### src/rtl/neuron_integrate_fire.sv
// Leaky integrate-and-fire membrane stage.
// Accumulates the clamped adder-tree sum (or full scale on adder overflow)
// into a saturating, leaky membrane potential; fires a one-cycle spike on
// threshold crossing and then blocks input for REFRAC cycles.
// Build option: define NEURON_SOFT_RESET_EN to subtract THRESH on fire
// (residue retained) instead of clearing the membrane to zero.
module neuron_integrate_fire #(
  parameter int N      = 8,
  parameter int ACC_W  = 12,
  parameter int THRESH = 512,
  parameter int LEAK   = 1,
  parameter int REFRAC = 4
) (
  input  logic             clk,
  input  logic             rst,
  input  logic             in_valid,
  output logic             in_ready,
  input  logic [N-1:0]     in_data,
  input  logic             in_sat,
  output logic             spike,
  output logic [ACC_W-1:0] vmem,
  output logic [15:0]      spike_cnt,
  output logic [1:0]       state
);

  localparam int CNT_W = (REFRAC < 2) ? 1 : $clog2(REFRAC + 1);
  localparam logic [ACC_W:0]   LEAK_X   = (ACC_W + 1)'(LEAK);
  localparam logic [ACC_W-1:0] THRESH_V = ACC_W'(THRESH);
  localparam logic [CNT_W-1:0] REFRAC_V = CNT_W'(REFRAC);

  typedef enum logic [1:0] {
    ST_INTEG  = 2'd0,
    ST_FIRE   = 2'd1,
    ST_REFRAC = 2'd2
  } state_t;

  state_t           cur_state;
  state_t           next_state;
  logic [CNT_W-1:0] refrac_cnt;
  logic [CNT_W-1:0] refrac_cnt_next;
  logic [ACC_W-1:0] vmem_next;
  logic [15:0]      spike_cnt_next;
  logic [N-1:0]     x;
  logic             transfer;
  logic [ACC_W:0]   sum;
  logic [ACC_W-1:0] base;
  logic [ACC_W-1:0] leaked;

  assign in_ready = (cur_state == ST_INTEG);
  assign state    = cur_state;
  assign transfer = in_valid && in_ready;

  // On adder overflow the mux drives 0, so full scale is substituted
  assign x = in_sat ? '1 : in_data;

  // Saturating add of the accepted input, then leak floored at zero
  assign sum    = {1'b0, vmem} + (ACC_W + 1)'(x);
  assign base   = transfer ? (sum[ACC_W] ? '1 : sum[ACC_W-1:0]) : vmem;
  assign leaked = ({1'b0, base} >= LEAK_X) ? (base - LEAK_X[ACC_W-1:0]) : '0;

  // Next-state and datapath updates for each phase
  always_comb begin
    next_state      = cur_state;
    vmem_next       = vmem;
    refrac_cnt_next = refrac_cnt;
    spike_cnt_next  = spike_cnt;
    case (cur_state)
      ST_INTEG: begin
        vmem_next = leaked;
        if (leaked >= THRESH_V) next_state = ST_FIRE;
      end
      ST_FIRE: begin
`ifdef NEURON_SOFT_RESET_EN
        vmem_next = vmem - THRESH_V;
`else
        vmem_next = '0;
`endif
        if (spike_cnt != '1) spike_cnt_next = spike_cnt + 16'd1;
        if (REFRAC == 0) begin
          next_state = ST_INTEG;
        end else begin
          refrac_cnt_next = REFRAC_V;
          next_state      = ST_REFRAC;
        end
      end
      ST_REFRAC: begin
        refrac_cnt_next = refrac_cnt - 1'b1;
        if (refrac_cnt <= CNT_W'(1)) next_state = ST_INTEG;
      end
      default: next_state = ST_INTEG;
    endcase
  end

  // State register
  always_ff @(posedge clk or posedge rst) begin
    if (rst) cur_state <= ST_INTEG;
    else     cur_state <= next_state;
  end

  // Datapath registers; spike is registered so it tracks the FIRE state exactly
  always_ff @(posedge clk or posedge rst) begin
    if (rst) begin
      vmem       <= '0;
      refrac_cnt <= '0;
      spike_cnt  <= '0;
      spike      <= 1'b0;
    end else begin
      vmem       <= vmem_next;
      refrac_cnt <= refrac_cnt_next;
      spike_cnt  <= spike_cnt_next;
      spike      <= (next_state == ST_FIRE);
    end
  end

endmodule
### config.mk
export PLATFORM = sky130hd
export DESIGN_NAME = neuron_integrate_fire
export DESIGN_NICKNAME = d
export VERILOG_FILES = /design/src/rtl/neuron_integrate_fire.sv
export SDC_FILE = /design/constraint.sdc
export NUM_CORES = 1
export LEC_CHECK = 0
export ABC_AREA = 1
export BUFFER_PORTS_ARGS = -buffer_cell sky130_fd_sc_hd__buf_2
export CORE_MARGIN = 3
export CORE_UTILIZATION = 58
export DETAILED_ROUTE_END_ITERATION = 8
export PLACE_DENSITY = 0.81
export SYNTH_ARGS = -nofsm -noshare
export SYNTH_HDL_FRONTEND = slang
export SYNTH_SLANG_ARGS = --single-unit
### constraint.sdc
create_clock -name clk -period 3.6 [get_ports clk]
set_input_delay 0.36 -clock clk [delete_from_list [all_inputs] [get_ports clk]]
set_output_delay 0.36 -clock clk [all_outputs]
set_load 0.05 [all_outputs]
==> results of run 1 <==
[registers in the layout (all words and copies together) (netlist names)]
name	flops
spike	1
refrac_cnt	3
vmem	12
spike_cnt	16
state	2
[cell usage after synthesis, drive strengths merged (4+ instances only)]
library cell,n,area (µm²)
ha,17,212.7
nand2,104,462.9
inv,66,250.3
nand4,8,50.05
o21ai,7,35.03
nor3,7,40.04
o22ai,12,75.07
nand3,44,315.3
xor2,16,140.1
nor2,43,232.7
xnor2,6,52.55
o21bai,4,56.31
dfrtp,34,850.8
a21oi,4,27.53
or2,9,58.81
[per-stage QoR]
| step | power, mW | setup slack [ps] | cell area (µm²) | cells |
|---|---|---|---|---|
| 2_1_floorplan | 2.367 | 532.0 | 2944 | 392 |
| 3_3_place_gp | 2.708 | 398.2 | 3224 | 499 |
| 3_5_place_dp | 2.773 | 219.6 | 3224 | 499 |
| 4_1_cts | 3.149 | 492.0 | 3337 | 506 |
| 5_1_grt | 3.397 | 219.9 | 3337 | 506 |
| 6_report | 3.144 | 463.6 | 3337 | 506 |
[metal layers]
metal  vias up  global-route usage, %  share of wire [%]
li1       1334                      -                  -
met1      1255                  27.39                 42
met2        64                  43.70                 51
met3        11                  4.577                5.2
met4         0                  7.651                1.8
met5         -                      0                  0
[critical path, delay by kind of cell (launching register included)]
kind / cells / cell delay, ps
buffers and inverters: 4 / 290
and+or+nand+nor: 10 / 1410
DFF: 1 / 380
adders and majority gates: 3 / 790
AOI/OAI and AO/OA: 1 / 130
[final timing paths]
path                         startpoint       endpoint  slack [ps]  cells past startpoint
max in group asynchronous           rst        vmem[8]        3130                      3
max reg2reg                     vmem[0]        vmem[6]         460                     18
max                             vmem[0]        vmem[6]         460                     18
min in group clk           spike_cnt[5]   spike_cnt[5]         490                      1
min                                 rst  refrac_cnt[1]         160                      3
min reg2reg                spike_cnt[5]   spike_cnt[5]         490                      1
[report_power, final]
part / switching (mW) / total (mW) / internal (mW) / leakage [nW]
logic: 1.49 / 2.16 / 0.674 / 1.33
clock network: 0.138 / 0.359 / 0.221 / 0.0573
registers: 0.126 / 0.621 / 0.495 / 0.447
[kinds of logic (layout without fill, tap and decap cells)]
group / Yosys count / after routing
simple gates: 217 / 217
compound gates: 29 / 29
fa+ha+maj: 18 / 18
buf+inv: 72 / 119
flops: 34 / 34
xor+xnor: 22 / 22
[final cells by class]
type | count | area [µm²] | share of cell area (%)
clock buffer | 6 | 82.58 | 2.475
timing repair buffer | 44 | 222.7 | 6.674
clock inverter | 1 | 30.03 | 0.8999
tap | 67 | 83.83 | 2.512
multi-input combinational | 286 | 1808 | 54.18
sequential | 34 | 850.8 | 25.50
inverter | 68 | 259.0 | 7.762
[layout by cell type, fill, tap and decap left out, drive strengths merged, types with 2 or more instances in the layout]
master  synthesis  final
nand3          44     44
inv            66     66
o22ai          12     12
a21oi           4      4
buf             3     44
ha             17     17
xnor2           6      6
dfrtp          34     34
clkbuf          1      6
o21ai           7      7
nand4           8      8
xor2           16     16
clkinv          2      2
o21bai          4      4
or2             9      9
nor2           43     43
nor3            7      7
nand2         104    104
==> impl_metrics.tcl, run 1 <==
set metrics [dict create \
    finalSetupViolations 0 \
    first_global_vias 2628 \
    track_usage_pct 23.75 \
    cp.arrival_ps 3280 \
    clk_pin_slew_ps 70 \
    dieWidth_um 77.25 \
    grt_overflow_total 0 \
    rsz0062_at_grt "false" \
    leakage_nw 1.832 \
    syn_inst 392 \
    grt_pass1_wl_um 11480 \
    h-tree-depth 2 \
    worst_pin_slew_ps 507.0 \
    route.vias.total 2664 \
    run_status "complete, no violations" \
    relSlewSlack_pct 66.10 \
    cp_slowest_stage_delay_ps 410 \
    maxSlewViolCount 0 \
    critPathMaxFanout 11 \
    die_area_um2 5967 \
    ys_types 40 \
    synth_top_family_by_area "simple AND/OR/NAND/NOR gates" \
    grt_antenna_before_repair 0 \
    synth_fa_ha_area_share_pct 7.905 \
    rows 25 \
    synth_compound_area_share_pct 7.097 \
    cts_root_buf "clkbuf_8" \
    worst_hold_slack_ps 159.0 \
    start_util_pct 61.12 \
    syn_area_um2 2944 \
    cp_slowest_cell "nand3b_1" \
    p_per_area_nw_per_um2 942.3 \
    synthToLayoutAreaGrowth_pct 13.34 \
    fmax_ghz 0.3188 \
    cts_sinks 34 \
    viasPerCell 5.265 \
    setup.worst_path.end_class "register" \
    fin_tns_setup_ps 0 \
    cts_hold_buf 0 \
    synthArstFlopShare_pct 100.0 \
    avgSynthCellArea_um2 7.510 \
    postCtsSetupRepairBufs 0 \
    synthXorXnorAreaFrac_pct 6.545 \
    core_region_area_um2 4817 \
    insertion_delay_ps 280 \
    routed_wl_um 6762 \
    gp_congestion 0.8633 \
    synth_flop_cell "dfrtp_1" \
    final.setup_skew_ps 4.316 \
    min_path_type "input pin to async pin" \
    crit_top_cell "inv_1" \
    synth_edf_count 0 \
    drv_cap 0 \
    synthMuxAreaShare_pct 0 \
    cts_tree "yes" \
    critical_path_class "register to register" \
    dr.pass1.iters 4 \
    remaining_drc_errors 0 \
    cp_cell_sequence "ha_1, inv_1, fa_1, inv_1, nand2_1, nand2_1, nand3_2, nand2_4, nand3_4, nand2_1, inv_1, ha_1, inv_1, nand4_1, nor3_2, nand2_2, nand3b_1, o22ai_1" \
    ys_seq_area_share_pct 28.90 \
    cts_buffers 5 \
    diodes 0 \
    pin_count 44 \
    synth-simple-area-share_pct 39.86 \
    synth_warnings 0 \
    post_cts_resized 0 \
    hold_viol 0 \
    drive_gt1_share_pct 26.88 \
    postSynthNetCount 422 \
    wl_per_cell_um 13.36 \
    vdd_drop_max_mv 0.6108 \
    dp.final_hpwl_um 5307 \
    grt_max_degree 35 \
    cp-start-kind "register" \
    drt_iter0_drc 109 \
    postSynthRegisterBits 34 \
    final.min_clock_period_ps 3136 \
    fillers 437 \
    die_h_um 77.25 \
    min_period_over_period_pct 87.12 \
    port_buffers 43 \
    antenna_left 0 \
    utilization_pct 69.27 \
    max-clock-path-buffers 2 \
    final_nets 469 \
    worstPathRequired_ps 3740 \
]
Power figures use the tool's default switching activity.
==> run 2: changes to the inputs <==
BUFFER_PORTS_ARGS = -buffer_cell sky130_fd_sc_hd__buf_4   (was -buffer_cell sky130_fd_sc_hd__buf_2)
==> impl_metrics.tcl, run 2 (synthesized netlist as in run 1, its figures left out) <==
set metrics [dict create \
    run_status "complete, no violations" \
    die_h_um 77.25 \
    cts_tree "yes" \
    die_area_um2 5967 \
    rows 25 \
    rsz0062_at_grt "false" \
    setup.worst_path.end_class "register" \
    final.setup_skew_ps 7.065 \
    multi_input_area_um2 1808 \
    cts_root_buf "clkbuf_8" \
    setup_ws_ps 433.1 \
    dr.pass1.iters 4 \
    remaining_drc_errors 0 \
    dieWidth_um 77.25 \
    area.sequential_um2 850.8 \
    timing.rr.end "vmem[2]" \
    timing.rr.start "vmem[0]" \
    r2r_setup_slack_ps 430 \
    routed_wl_um 6815 \
    vdd_drop_max_mv 0.6910 \
    reg2reg_depth 17 \
    final.min_clock_period_ps 3167 \
    drive_gt1_share_pct 27.05 \
    grt_pass1_wl_um 11490 \
    cts_hold_buf 0 \
    cp_slowest_stage_delay_ps 390 \
    first_global_vias 2510 \
    worst_hold_slack_ps 155.6 \
    diodes 0 \
    synthToLayoutAreaGrowth_pct 17.85 \
    route.vias.total 2668 \
    start_util_pct 61.12 \
    finalSetupViolations 0 \
    post_layout_nonfiller_instances 507 \
    worstPathRequired_ps 3800 \
    fmax_ghz 0.3158 \
    cts_sinks 34 \
    min_path_type "input pin to async pin" \
    worst_pin_slew_ps 522.8 \
    postCtsSetupRepairBufs 0 \
    cts_buffers 5 \
    track_usage_pct 23.75 \
    cp_slowest_cell "dfrtp_1" \
    h-tree-depth 2 \
    insertion_delay_ps 300 \
    port_buffers 43 \
    core_region_area_um2 4817 \
    dpl-instance-area_um2 3332 \
    postLayoutCellArea_um2 3470 \
    drv_cap 0 \
    grt_overflow_total 0 \
    crit_family "simple AND/OR/NAND/NOR gates" \
    viasPerCell 5.262 \
    critical_path_class "register to register" \
    final_nets 469 \
    utilization_pct 72.03 \
    maxSlewViolCount 0 \
    leakage_nw 1.860 \
    clk_pin_slew_ps 80 \
    critPathMaxFanout 11 \
    layout_commonest_cell "nand2_1" \
    p_per_area_nw_per_um2 947.3 \
    cp_cell_sequence "ha_1, inv_1, fa_1, inv_1, nand2_1, nand2_1, nand3_2, nand2_4, nand3_4, nand2_1, inv_1, ha_1, nand3_2, nor3_2, nand2_2, nand3b_1, o22ai_1" \
    grt_max_degree 35 \
    largest-register "spike_cnt" \
    fillers 427 \
    max-clock-path-buffers 2 \
    drt_iter0_drc 106 \
    cp.arrival_ps 3370 \
    dp.final_hpwl_um 5253 \
    post_cts_resized 0 \
    fin_tns_setup_ps 0 \
    crit_buf_inv 3 \
    mostFrequentLayoutCells "nand2_1 (85), inv_1 (60), buf_4 (44)" \
    relSlewSlack_pct 65.04 \
    cp-start-kind "register" \
    p_total_mw 3.287 \
    gp_congestion 0.9215 \
    reg_top3 "spike_cnt x16, vmem x12, refrac_cnt x3" \
    min_period_over_period_pct 87.97 \
    dp_cells 499 \
    preCtsSetupSlack_ps 215.7 \
    pin_count 44 \
    wl_per_cell_um 13.44 \
    largest_reg_flops 16 \
    grt_antenna_before_repair 0 \
    antenna_left 0 \
    hold_viol 0 \
]
==> run 2: final cells by class <==
type                    instances  area share, %
flip-flops and latches         34          24.52
inverters                      68          7.465
multi-input cells             286          52.11
repair buffers                 44          9.520
clock inverters                 3          1.983
well taps                      67          2.416
clock buffers                   5          1.983
==> run 2: where the power goes <==
part           switching [mW]  internal, mW
Combinational            1.49         0.733
Clock                   0.159         0.278
Sequential              0.131         0.494
Total                    1.78          1.51
==> run 2: worst register-to-register path, cell delays in order (launching register included) <==
cell and delay [ps]:
dfrtp_1 390, ha_1 200, inv_1 70, fa_1 390, inv_1 90, nand2_1 60, nand2_1 130, nand3_2 100
nand2_4 120, nand3_4 130, nand2_1 140, inv_1 60, ha_1 210, nand3_2 140, nor3_2 70, nand2_2 100
nand3b_1 380, o22ai_1 280
==> run 2: worst max path at each step <==
stage / from / to / slack [ps] / cells after the start
after floorplan: state[0] / spike / 530 / 18
after global placement: in_sat / vmem[7] / 410 / 19
after detailed placement: in_sat / vmem[2] / 220 / 19
after CTS: vmem[0] / vmem[2] / 460 / 17
after global routing: vmem[0] / vmem[7] / 140 / 18
final: vmem[0] / vmem[2] / 430 / 17
==> run 2: routing by layer <==
layer  up-vias  share of wire, %  global-route usage, %
met2        78                50                  41.54
met1      1243                43                  29.09
li1       1330                 -                      -
met3        17               5.2                  4.108
met5         -                 0                      0
met4         0               2.4                  8.719
